**src/rtl/sm_seq_driver_pkg.sv**
```systemverilog
// Shared types for the serial detector sequencer: FSM state encoding.
package sm_seq_driver_pkg;

   typedef enum logic [2:0] {
      S_IDLE  = 3'd0,
      S_CLEAR = 3'd1,
      S_SHIFT = 3'd2,
      S_DRAIN = 3'd3,
      S_DONE  = 3'd4
   } state_e;

endpackage

```
**src/rtl/sm_piso.sv**
```systemverilog
// Parallel-in serial-out shifter; msb is the next bit to be played.
module sm_piso #(
   parameter int unsigned W = 16
) (
   input  logic         clk,
   input  logic         rst,
   input  logic         load,
   input  logic [W-1:0] load_val,
   input  logic         shift_en,
   output logic         msb
);

   logic [W-1:0] sr_q;
   logic [W-1:0] sr_d;

   always_comb begin
      sr_d = sr_q;
      if (load)
         sr_d = load_val;
      else if (shift_en)
         sr_d = {sr_q[W-2:0], 1'b0};
   end

   always_ff @(posedge clk or posedge rst) begin
      if (rst) sr_q <= '0;
      else     sr_q <= sr_d;
   end

   assign msb = sr_q[W-1];

endmodule

```
**src/rtl/sm_seq_driver.sv**
```systemverilog
// Plays a captured bit pattern MSB-first into a serial detector and counts its hits.
module sm_seq_driver
   import sm_seq_driver_pkg::*;
#(
   parameter int unsigned MAX_LEN   = 16,
   parameter int unsigned LEN_W     = 5,
   parameter int unsigned CNT_W     = 5,
   parameter int unsigned DRAIN_CYC = 1
) (
   input  logic               clk,
   input  logic               rst,
   input  logic               start,
   input  logic [MAX_LEN-1:0] pattern,
   input  logic [LEN_W-1:0]   len,
   output logic               busy,
   output logic               done,
   output logic [CNT_W-1:0]   hit_cnt,
   output logic               det_x,
   output logic               det_clr,
   input  logic               det_y
);

   localparam int unsigned DRAIN_W = (DRAIN_CYC > 1) ? $clog2(DRAIN_CYC) : 1;
   localparam logic [CNT_W-1:0] HIT_MAX = '1;

   state_e               state_q, state_d;
   logic [LEN_W-1:0]     bit_cnt_q, bit_cnt_d;
   logic [DRAIN_W-1:0]   drain_q, drain_d;
   logic [CNT_W-1:0]     hit_q, hit_d;
   logic                 first_q, first_d;
   logic                 busy_q, busy_d;
   logic                 done_q, done_d;
   logic                 det_x_q, det_x_d;
   logic                 det_clr_q, det_clr_d;

   logic [LEN_W-1:0]     len_eff;
   logic [MAX_LEN-1:0]   load_val;
   logic                 piso_load, piso_shift, piso_msb;
   logic                 count_en;

   // Left-justify the pattern so its first bit sits at the shifter MSB.
   assign len_eff  = (32'(len) > MAX_LEN) ? LEN_W'(MAX_LEN) : len;
   assign load_val = pattern << (LEN_W'(MAX_LEN) - len_eff);

   sm_piso #(.W(MAX_LEN)) u_piso (
      .clk      (clk),
      .rst      (rst),
      .load     (piso_load),
      .load_val (load_val),
      .shift_en (piso_shift),
      .msb      (piso_msb)
   );

   always_comb begin
      state_d    = state_q;
      bit_cnt_d  = bit_cnt_q;
      drain_d    = drain_q;
      hit_d      = hit_q;
      first_d    = 1'b0;
      det_x_d    = 1'b0;
      piso_load  = 1'b0;
      piso_shift = 1'b0;

      // det_y lags det_x by one cycle, so the window skips the first SHIFT cycle.
      count_en = ((state_q == S_SHIFT) && !first_q) || (state_q == S_DRAIN);
      if (count_en && det_y && (hit_q != HIT_MAX))
         hit_d = hit_q + CNT_W'(1);

      case (state_q)
         S_IDLE: begin
            if (start) begin
               piso_load = 1'b1;
               bit_cnt_d = len_eff;
               hit_d     = '0;
               state_d   = (len_eff != '0) ? S_CLEAR : S_DONE;
            end
         end
         S_CLEAR: begin
            state_d    = S_SHIFT;
            first_d    = 1'b1;
            det_x_d    = piso_msb;
            piso_shift = 1'b1;
            bit_cnt_d  = bit_cnt_q - LEN_W'(1);
         end
         S_SHIFT: begin
            if (bit_cnt_q == '0) begin
               state_d = S_DRAIN;
               drain_d = DRAIN_W'(DRAIN_CYC - 1);
            end else begin
               det_x_d    = piso_msb;
               piso_shift = 1'b1;
               bit_cnt_d  = bit_cnt_q - LEN_W'(1);
            end
         end
         S_DRAIN: begin
            if (drain_q == '0) state_d = S_DONE;
            else               drain_d = drain_q - DRAIN_W'(1);
         end
         S_DONE:  state_d = S_IDLE;
         default: state_d = S_IDLE;
      endcase

      // Status outputs are registered copies of what the next state implies.
      busy_d    = (state_d == S_CLEAR) || (state_d == S_SHIFT) || (state_d == S_DRAIN);
      done_d    = (state_d == S_DONE);
      det_clr_d = (state_d == S_CLEAR);
   end

   always_ff @(posedge clk or posedge rst) begin
      if (rst) begin
         state_q   <= S_IDLE;
         bit_cnt_q <= '0;
         drain_q   <= '0;
         hit_q     <= '0;
         first_q   <= 1'b0;
         busy_q    <= 1'b0;
         done_q    <= 1'b0;
         det_x_q   <= 1'b0;
         det_clr_q <= 1'b0;
      end else begin
         state_q   <= state_d;
         bit_cnt_q <= bit_cnt_d;
         drain_q   <= drain_d;
         hit_q     <= hit_d;
         first_q   <= first_d;
         busy_q    <= busy_d;
         done_q    <= done_d;
         det_x_q   <= det_x_d;
         det_clr_q <= det_clr_d;
      end
   end

   assign busy    = busy_q;
   assign done    = done_q;
   assign hit_cnt = hit_q;
   assign det_x   = det_x_q;
   assign det_clr = det_clr_q;

endmodule
```
**config.mk**
```make
export PLATFORM = sky130hd
export DESIGN_NAME = sm_seq_driver
export DESIGN_NICKNAME = d
export VERILOG_FILES = /design/src/rtl/sm_seq_driver_pkg.sv /design/src/rtl/sm_piso.sv /design/src/rtl/sm_seq_driver.sv
export SDC_FILE = /design/constraint.sdc
export NUM_CORES = 1
export LEC_CHECK = 0
export BUFFER_PORTS_ARGS = -buffer_cell sky130_fd_sc_hd__clkbuf_2
export CAP_MARGIN = 20
export CORE_MARGIN = 2
export CORE_UTILIZATION = 40
export DETAILED_ROUTE_END_ITERATION = 10
export GPL_TIMING_DRIVEN = 0
export PLACE_DENSITY = 0.59
export SLEW_MARGIN = 20
export SYNTH_ARGS = -nofsm -noshare
export SYNTH_HDL_FRONTEND = slang
export SYNTH_SLANG_ARGS = --single-unit
```
**constraint.sdc**
```tcl
create_clock -name clk -period 2 [get_ports clk]
set_input_delay 0.2 -clock clk [delete_from_list [all_inputs] [get_ports clk]]
set_output_delay 0.2 -clock clk [all_outputs]
set_load 0.01 [all_outputs]
```
* After elaboration in Yosys (flattened, before gate mapping) *
Cells that the tools add are included.

operators by class
  $lt $le $gt $ge = 1
  add/sub/neg operators = 4
  multiplexer cells = 24
  equality and inequality tests = 11
  shift operators = 1
  reductions and logical operators = 15

operators by type and width
  kind                                               number
  two-way mux 16 bit                                 2
  two-way mux 5 bit                                  6
  left shift 16 x 5 -> 16 bit                        1
  one-hot mux 5 bit (3 select lines)                 1
  == test 3 x 2 -> 1 bit (second input constant)     4
  two-way mux 3 bit                                  4
  one-hot mux 3 bit (4 select lines)                 1
  two-way mux 1 bit                                  7
  == test 3 x 1 -> 1 bit (second input constant)     2
  one-hot mux 1 bit (2 select lines)                 3
  adder 5 x 1 -> 5 bit (second input constant)       1
  > comparator 5 bit (second input constant)         1
  logical NOT 5 bit                                  1
  inequality test 5 bit (second input constant)      1
  nonzero test 5 bit                                 1
  subtractor 5 x 1 -> 5 bit (second input constant)  1
  subtractor 5 bit (first input constant)            1
  inequality test 2 bit (second input constant)      2
  nonzero test 2 bit                                 2
  == test 3 bit (second input constant)              1
  logical AND 1 bit                                  3
  logical NOT 3 bit                                  1
  logical OR 1 bit                                   3
  AND reduction 3 bit                                1
  5 further kinds                                    5

word-level totals
  output and inout port bits = 9
  logic and storage cells = 66
  bits in registers = 35
  input port bits = 25

* Logic depth before layout (Yosys ltp) *
Gate-level depths: netlist of the first run.

  depth after elaboration = 9
  mapped depth = 12
  mapped depth without buffers = 9

* Cells and area by module *
Synthesis of the first run repeated with hierarchy kept, for this count alone.

second synthesis, totals
  cell total of the unflattened synthesis = 257
  area total of the unflattened synthesis = 2423.6 um^2

by module, submodules not included
  module         seq. area each (um^2)  instances  cells an instance  area each (um^2)
  sm_seq_driver  450.4                  1          187                1677.9
  sm_piso        400.4                  1          70                 745.7

* Least setup slack after synthesis of the first run *
No wires, ideal clock.

  path kind = input to register
  from = input port len[4]
  to = register u_piso.sr_q[12]
  setup time = 134 ps
  required time = 1866 ps
  stages = 12
  buffers on the path = 4
  arrival = 2237 ps
  path slack = -372 ps
  path through = buf_4 > nor2b_4 > inv_2 > buf_2 > ha_1 > buf_4 > buf_4 > mux2i_1 > inv_1 > mux4_2 > nand2_1 > o211ai_1

between the ends
  word-level cells in the longest chain between the ends = 5

ends and longest elaborated chain
  what                           line                 text
  start, declared                sm_seq_driver.sv:14  input logic [LEN_W-1:0] len,
  > comparator 5 bit             sm_seq_driver.sv:42  assign len_eff = (32'(len) > MAX_LEN) ? LEN_W'(MAX_LEN) : len;
  two-way mux 5 bit *            sm_seq_driver.sv:42
  subtractor 5 bit *             sm_seq_driver.sv:43  assign load_val = pattern << (LEN_W'(MAX_LEN) - len_eff);
  left shift 16 x 5 -> 16 bit *  sm_seq_driver.sv:43
  two-way mux 16 bit *           sm_piso.sv:18        if (load)
  end signal, assigned           sm_piso.sv:26        else sr_q <= sr_d;
  end, declared                  sm_piso.sv:13        logic [W-1:0] sr_q;

Every way passes the cells marked *; elsewhere a longest branch is shown, timed or not.
A chain may end at the register's enable or synchronous reset.

* Final worst setup path of the first run *
  from = register bit_cnt_q[0]
  to = register u_piso.sr_q[13]

between the ends
  word-level cells in the longest chain between the ends = 4

ends and longest elaborated chain
  what                                line                  text
  start, declared                     sm_seq_driver.sv:27   logic [LEN_W-1:0] bit_cnt_q, bit_cnt_d;
  start signal, assigned              sm_seq_driver.sv:122  bit_cnt_q <= bit_cnt_d;
  logical NOT 5 bit                   sm_seq_driver.sv:86   if (bit_cnt_q == '0) begin
  two-way mux 1 bit                   sm_seq_driver.sv:86
  one-hot mux 1 bit (2 select lines)  sm_seq_driver.sv:69   case (state_q)
  nonzero test 2 bit (no line)        n/a

No other way between the ends.

==> results of run 1 <==
==> registers in the layout (all words and copies together) (netlist names) <==
signal       count
hit_cnt          5
done             1
state_q          3
first_q          1
busy             1
u_piso.sr_q     16
det_clr          1
bit_cnt_q        5
det_x            1
==> area by class of cell <==
| cell class | count | area (sq um) |
|---|---|---|
| timing repair buffer | 47 | 307 |
| sequential | 34 | 851 |
| tap | 75 | 93.8 |
| clock buffer | 7 | 86.3 |
| clock inverter | 1 | 5.00 |
| multi-input combinational | 199 | 1630 |
| fill | 548 | 2800 |
| inverter | 15 | 58.8 |
| buffer | 18 | 164 |
==> metal layers <==
metal  global-route usage [%]  vias to the layer above  share of wire, %
met5                        0                        -                 0
met4                     6.56                        0               2.1
met3                     2.78                        9               4.1
met2                     30.1                       59                48
met1                     24.9                     1081                46
li1                         -                     1081                 -
==> timing repair <==
item | CTS | global route
setup buffers | 10 | 4
endpoints found under the setup margin | 15 | 20
gates resized for setup | 14 | 24
gates cloned | 1 | 1
pin swaps | 2 | 12
==> placed cells by master, fill, tap and decap left out, types with 3 or more instances in the layout <==
| master | instances |
|---|---|
| a21oi_1 | 17 |
| buf_12 | 3 |
| buf_2 | 4 |
| buf_4 | 17 |
| buf_6 | 3 |
| clkbuf_1 | 5 |
| clkbuf_2 | 31 |
| clkbuf_8 | 6 |
| dfrtp_1 | 34 |
| inv_1 | 10 |
| inv_2 | 4 |
| mux2_2 | 6 |
| mux2i_1 | 14 |
| mux2i_2 | 3 |
| mux4_2 | 3 |
| nand2_1 | 18 |
| nand3_1 | 4 |
| nand4_1 | 3 |
| nor2_1 | 27 |
| o2111ai_1 | 4 |
| o211ai_1 | 6 |
| o21a_1 | 3 |
| o21ai_0 | 12 |
| o21ai_1 | 6 |
| o21ai_2 | 3 |
| xor2_1 | 3 |
==> metrics by stage <==
step | power (uW) | cells | instance area (sq um) | setup slack (ns)
final | 4060 | 396 | 3190 | 0.0563
after global routing | 4380 | 396 | 3190 | -0.0223
after CTS | 3900 | 391 | 3070 | 0.00594
after detailed placement | 3210 | 372 | 2810 | -0.470
after global placement | 3170 | 372 | 2810 | -0.457
after floorplan | 2730 | 266 | 2560 | -0.172
==> where the power goes <==
| part | leakage [uW] | total, uW | internal, uW | switching, uW |
|---|---|---|---|---|
| logic | 0.000933 | 2370 | 1090 | 1280 |
| registers | 0.000423 | 1170 | 1000 | 172 |
| clock network | 0.0000482 | 521 | 278 | 244 |
==> worst max-delay path, stage by stage, from the launching register on <==
cell and delay (ns):
dfrtp_1 0.40, inv_2 0.06, ha_2 0.16, or4b_4 0.50, nand3b_1 0.13, a21oi_2 0.08
buf_4 0.17, o221ai_1 0.19, o211ai_1 0.12
==> worst max path at each step <==
stage	from	to	slack (ns)	cells after the start
after global placement	len[0]	u_piso.sr_q[14]$_DFFE_PP0P_	-0.46	11
final	bit_cnt_q[0]$_DFFE_PP0P_	u_piso.sr_q[13]$_DFFE_PP0P_	0.06	8
after CTS	len[0]	u_piso.sr_q[8]$_DFFE_PP0P_	0.006	11
after global routing	bit_cnt_q[0]$_DFFE_PP0P_	u_piso.sr_q[14]$_DFFE_PP0P_	-0.02	8
after floorplan	len[4]	u_piso.sr_q[12]$_DFFE_PP0P_	-0.17	12
after detailed placement	len[0]	u_piso.sr_q[12]$_DFFE_PP0P_	-0.47	12
==> cells by family (layout without fill, tap and decap cells) <==
| logic type | Yosys count | in the layout |
|---|---|---|
| AOI/OAI and AO/OA | 75 | 75 |
| xor gates and xnor gates | 6 | 6 |
| adders and majority gates | 6 | 6 |
| buffers and inverters | 33 | 88 |
| DFF | 34 | 34 |
| muxes | 29 | 29 |
| and+or+nand+nor | 83 | 83 |
==> key figures, run 1 <==
Run status
  • Outcome: finished, final reports clean

Critical path
  • Worst setup path class: register to register
  • CP endpoint kind: register
  • Critical Path RT: 2.16 ns
  • Worst-path fanout max: 5
  • Setup slack, reg-to-reg: 0.06 ns
  • FF-to-FF Start: bit_cnt_q[0]$_DFFE_PP0P_
  • WP data arrival: ~2.1 ns
  • Cell count of the worst reg-to-reg path: 8
  • Worst r2r dst: u_piso.sr_q[13]$_DFFE_PP0P_
  • Startpoint Class: register

Layout
  • Final net count: 351
  • Core Util, Final: 53.3%
  • # diodes: 0
  • Layout cells sized above 1: 37.1%
  • Area grow syn2layout: 27.1%

Yosys
  • Syn Area/Cell: around 9.4 sq um
  • Synth top area cells: dfrtp_1, mux2i_1, nor2_1
  • Yosys top cell by area: dfrtp_1
  • Synth Instances: 266
  • Complex-gate fraction of the synthesized area: between 20 and 25%
  • Seq/Total Area, Yosys: about a third
  • Post-synth cell types: 59
  • Post-synth EDFFs: 0
  • Most instantiated cells after synthesis: dfrtp_1, nor2_1, a21oi_1
  • Post-synthesis mux area share: 14.2%
  • Ys Warns: 0
  • Synthesized area: 0.00251 sq mm
  • Synth async-reset ratio: 100%
  • Top cell type's share of synthesized area: 33.9%
  • Synth Area in XOR/XNOR: 2.84%
  • Post-synthesis adder-cell area fraction: 2.99%
  • Post-synth net total: 297
  • Yosys reg bits: 34
  • Largest family of logic cells by synthesized area: compound AO/OA/AOI/OAI gates
  • Top_reg_cell synth: dfrtp_1
  • Top-count cell post-synth: dfrtp_1
  • Post-synthesis simple-gate area fraction: 19.1%

Detailed routing
  • Wirelength per Cell: between 15 and 20 um
  • Final ANT Viol Nets: 0
  • Pre-antenna DRT Iters: 4
  • DRT iter0 DRCs: 83
  • Via count: approximately 2,200
  • Routed WL: 6.38 mm
  • Number of remaining DRC errors: 0
  • Via density: ~5.6

Clocking
  • H-tree levels: 2
  • Clock Sinks: 34
  • TritonCTS buffer count: 5
  • Clock transition at path regs: ~0.07 ns
  • Clk_lat worst skew: 0.29 ns
  • Clk buf depth: 2
  • CTS tree: done
  • Cts hold-fix bufs: 0
  • Clock root cell: clkbuf_8

STA
  • Final setup violation count: 0
  • Fin. Hold Viols: 0
  • Slew headroom: 53.3%
  • Crit share post-route: between 90% and 100%
  • Worst-margin pin slew: around 0.69 ns
  • Clk_skew: 0.00827 ns
  • Crit path time final: 1.94 ns
  • Total negative slack: 0 ns
  • Max Fclk: 0.514 GHz
  • Final Slew Violations: 0
  • WHS: 0.0149 ns

Floorplanning
  • Die Ht: ~83 um
  • CORE AREA: 0.00599 sq mm
  • Core Rows: 28
  • Initial Utilization: 41.9%
  • Die area: 0.00693 sq mm
  • Die width: 83.3 um
  • Ports: 34

Global route
  • Global route overflow: 0
  • Vias in the first global route: roughly 2,100
  • First-pass GRT wire length: between 10 and 15 mm
  • Initial antenna violation count: 0
  • Gr usage total: 18.5%
  • Largest net degree at the start of global routing: 35

Hold path
  • Hold Path Class: input pin to asynchronous set/reset pin

Power
  • Leakage: 0.00140 uW
  • Pwr per Cell Area: 1270 mW/mm^2
  • Maximum VDD drop: roughly 600 uV

Flow run
  • Max_cap viols: 0

Place
  • Buffers on Ports: 31
  • HPWL Detailed: 4.55 mm
  • GPL Wtd Cong: 0.855
(Power assumes the default switching activity.)
==> run 2: changes to the inputs <==
==> constraint.sdc (replaced) <==
create_clock -name clk -period 2 [get_ports clk]
set_input_delay 0.3 -clock clk [delete_from_list [all_inputs] [get_ports clk]]
set_output_delay 0.3 -clock clk [all_outputs]
set_load 0.01 [all_outputs]
==> run 2 against run 1 <==
  * Core utilization up 0.81 points
  * First-iteration DRC count grew 14%
  * Cell area is 1.5% higher
  * Total power up 3.4%
  * Non-clock buffer count increased by 3
  * Register-to-register slack improved by 0.03 ns
  * Die area is the same
  * Fmax is 1.3% higher
  * Worst setup slack improved by 0.026 ns
  * Worst hold slack better by 0.088 ns
  * Combinational power up 2%
  * Via count down 2.2%
==> key figures, run 2 (synthesized netlist as in run 1, its figures left out) <==
Clocking
  • H-tree levels: 2 (unchanged)
  • Clock Sinks: 34 (unchanged)
  • TritonCTS buffer count: 5 (unchanged)
  • Clock transition at path regs: 0.07 ns (about the same)
  • Clk_lat worst skew: 0.28 ns (was 0.29 ns)
  • Clk buf depth: 2 (unchanged)
  • CTS tree: done (unchanged)
  • Clock root cell: clkbuf_8 (unchanged)

STA
  • Crit share post-route: 95.9% (was 97.2%)
  • Final setup violation count: 0 (unchanged)
  • WHS: 0.103 ns (was 0.0149 ns)
  • Clk_skew: 0.00637 ns (was 0.00827 ns)
  • Fin. Hold Viols: 0 (unchanged)
  • Slew headroom: 50.7% (was 53.3%)
  • Final Slew Violations: 0 (unchanged)
  • Max Fclk: 0.521 GHz (was 0.514 GHz)
  • Crit path time final: 1.92 ns (was 1.94 ns)
  • Worst-margin pin slew: 0.728 ns (was 0.689 ns)

Flow run
  • Max_cap viols: 0 (unchanged)

Place
  • Cells after DPL: 372 (unchanged)
  • HPWL Detailed: 4.49 mm (was 4.55 mm)
  • Post-DP Area: 0.00282 sq mm (was 0.00281 sq mm)
  • Buffers on Ports: 31 (unchanged)
  • GPL Wtd Cong: 0.867 (was 0.855)

Floorplanning
  • Die area: 0.00693 sq mm (unchanged)
  • Initial Utilization: 41.9% (unchanged)
  • CORE AREA: 0.00599 sq mm (unchanged)
  • Die width: 83.3 um (unchanged)
  • Die Ht: 83.3 um (unchanged)
  • Ports: 34 (unchanged)
  • Core Rows: 28 (unchanged)

Power
  • Maximum VDD drop: 861 uV (was 613 uV)
  • Net Sw Frac: 41.1% (was 41.8%)
  • Flop pwr share: 27.9% (was 28.8%)
  • Clock power share: 14.7% (was 12.8%)
  • Pwr per Cell Area: 1300 mW/mm^2 (was 1270 mW/mm^2)
  • Leakage: 0.00143 uW (was 0.00140 uW)
  • Cell-internal power: 2470 uW (was 2370 uW)
  • NetSw: 1730 uW (was 1700 uW)
  • Gate power share: 57.3% (was 58.3%)

Layout
  • Flip-flop count of the largest register after layout: 16 (unchanged)
  • # fillers: 547 (was 548)
  • Area occupied by multi-input gates: 0.00165 sq mm (was 0.00163 sq mm)
  • Layout cells sized above 1: 38.6% (was 37.1%)
  • Core Util, Final: 54.1% (was 53.3%)
  • Commonest non-fill, non-tap cell in the layout: dfrtp_1 (unchanged)
  • Area grow syn2layout: 29.0% (was 27.1%)
  • Finished layout cell area: 0.00324 sq mm (was 0.00319 sq mm)
  • FF+latch area: 851 sq um (unchanged)
  • # diodes: 0 (unchanged)
  • Non-Filler Instances: 399 (was 396)
  • Top reg by flops: u_piso.sr_q (unchanged)
  • Final net count: 354 (was 351)
  • Most frequent cells in the layout: dfrtp_1, clkbuf_2, nor2_1 (unchanged)

Hold path
  • Hold Path Class: input pin to asynchronous set/reset pin (unchanged)

Critical path
  • Critical Path RT: 2.20 ns (was 2.16 ns)
  • CP peak stage delay: 0.49 ns (was 0.50 ns)
  • Slowest CP cell: or4b_4 (unchanged)
  • Cells along the critical path: inv_2, ha_4, or4b_4, o211ai_4, o21ai_2, and2_4, a221oi_2 (was inv_2, ha_2, or4b_4, nand3b_1, a21oi_2, buf_4, o221ai_1, o211ai_1)
  • Startpoint Class: register (unchanged)
  • WP data arrival: 2.11 ns (was 2.10 ns)
  • Worst-path fanout max: 4 (was 5)
  • Worst setup path class: register to register (unchanged)
  • CP endpoint kind: register (unchanged)

Global route
  • Global route overflow: 0 (unchanged)
  • Vias in the first global route: 2,076 (was 2,077)
  • Gr usage total: 18.5% (about the same)
  • Largest net degree at the start of global routing: 35 (unchanged)
  • First-pass GRT wire length: 10.4 mm (was 10.5 mm)
  • Initial antenna violation count: 0 (unchanged)

Detailed routing
  • Pre-antenna DRT Iters: 4 (unchanged)
  • Number of remaining DRC errors: 0 (unchanged)
  • Routed WL: 6.41 mm (was 6.38 mm)
  • Final ANT Viol Nets: 0 (unchanged)
  • DRT iter0 DRCs: 95 (was 83)
  • Wirelength per Cell: 16.1 um (about the same)
  • Via density: 5.47 (was 5.63)
  • Via count: 2,182 (was 2,230)

Run status
  • Outcome: finished, final reports clean (unchanged)
[run 2: changes by cell type in the layout (fill, tap and decap cells not counted), sizes merged]
| cell | previous run | this run |
|---|---|---|
| buf | 28 | 32 |
| bufinv | 0 | 1 |
| clkbuf | 42 | 40 |
| clkdlybuf4s15 | 1 | 0 |
| clkinv | 1 | 2 |
[run 2: path summary, 6_finish.rpt]
kind / start / to / slack (ns) / cells past startpoint
min reg2reg: u_piso.sr_q[7]$_DFFE_PP0P_ / u_piso.sr_q[7]$_DFFE_PP0P_ / 0.49 / 1
max in group asynchronous: rst / state_q[2]$_DFF_PP0_ / 1.42 / 2
max: bit_cnt_q[0]$_DFFE_PP0P_ / u_piso.sr_q[10]$_DFFE_PP0P_ / 0.08 / 7
max reg2reg: bit_cnt_q[0]$_DFFE_PP0P_ / u_piso.sr_q[10]$_DFFE_PP0P_ / 0.08 / 7
min: rst / det_x$_DFF_PP0_ / 0.10 / 2
min in group clk: len[4] / bit_cnt_q[2]$_DFFE_PP0P_ / 0.45 / 4
[run 2: layer usage]
metal  track usage (%)  part of all wire [%]  wire length, um  up-vias
li1                  -                     -                -     1090
met1              24.8                    46             2970     1026
met2              31.1                    49             3120       62
met3              3.18                   4.3              274        4
met4              4.62                  0.72               46        0
met5                 0                     0                0        -
[run 2: repair_timing]
action / 4_1_cts / 5_1_grt
cloned: 1 / 1
setup endpoints to repair: 16 / 22
setup buffers: 14 / 5
resized for setup: 14 / 32
hold buffers: 0 / 0
pin swaps: 2 / 16
[run 2: critical path: cells and delay by family (launching register included)]
| kind | cells | cell delay, ns |
|---|---|---|
| AOI/OAI and AO/OA | 3 | 0.57 |
| adders and majority gates | 1 | 0.12 |
| buffers and inverters | 1 | 0.09 |
| DFF | 1 | 0.40 |
| and+or+nand+nor | 2 | 0.65 |
[run 2: area by class of cell]
class,instances,area share (%)
inverter,15,1.81
multi-input combinational,199,50.8
timing repair buffer,52,10.8
sequential,34,26.2
buffer,16,4.05
clock buffer,5,2.12
clock inverter,3,1.24
tap,75,2.89
[run 2: power groups by stage]
| stage | registers (uW) | logic [uW] | clock network, uW |
|---|---|---|---|
| global route | 1200 | 2650 | 669 |
| detailed placement | 1180 | 2040 | 0 |
| finish | 1170 | 2410 | 618 |
| global placement | 1170 | 2000 | 0 |
| floorplan | 1160 | 1580 | 0 |
| CTS | 1160 | 2210 | 639 |
[run 2: metrics by stage]
stage | worst slack, ns | setup TNS (ns) | power [uW]
2_1_floorplan | -0.272 | -1.93 | 2740
3_3_place_gp | -0.559 | -6.72 | 3170
4_1_cts | 0.00285 | 0 | 4010
3_5_place_dp | -0.559 | -6.64 | 3210
6_report | 0.0821 | 0 | 4200
5_1_grt | -0.000995 | -0.00126 | 4530
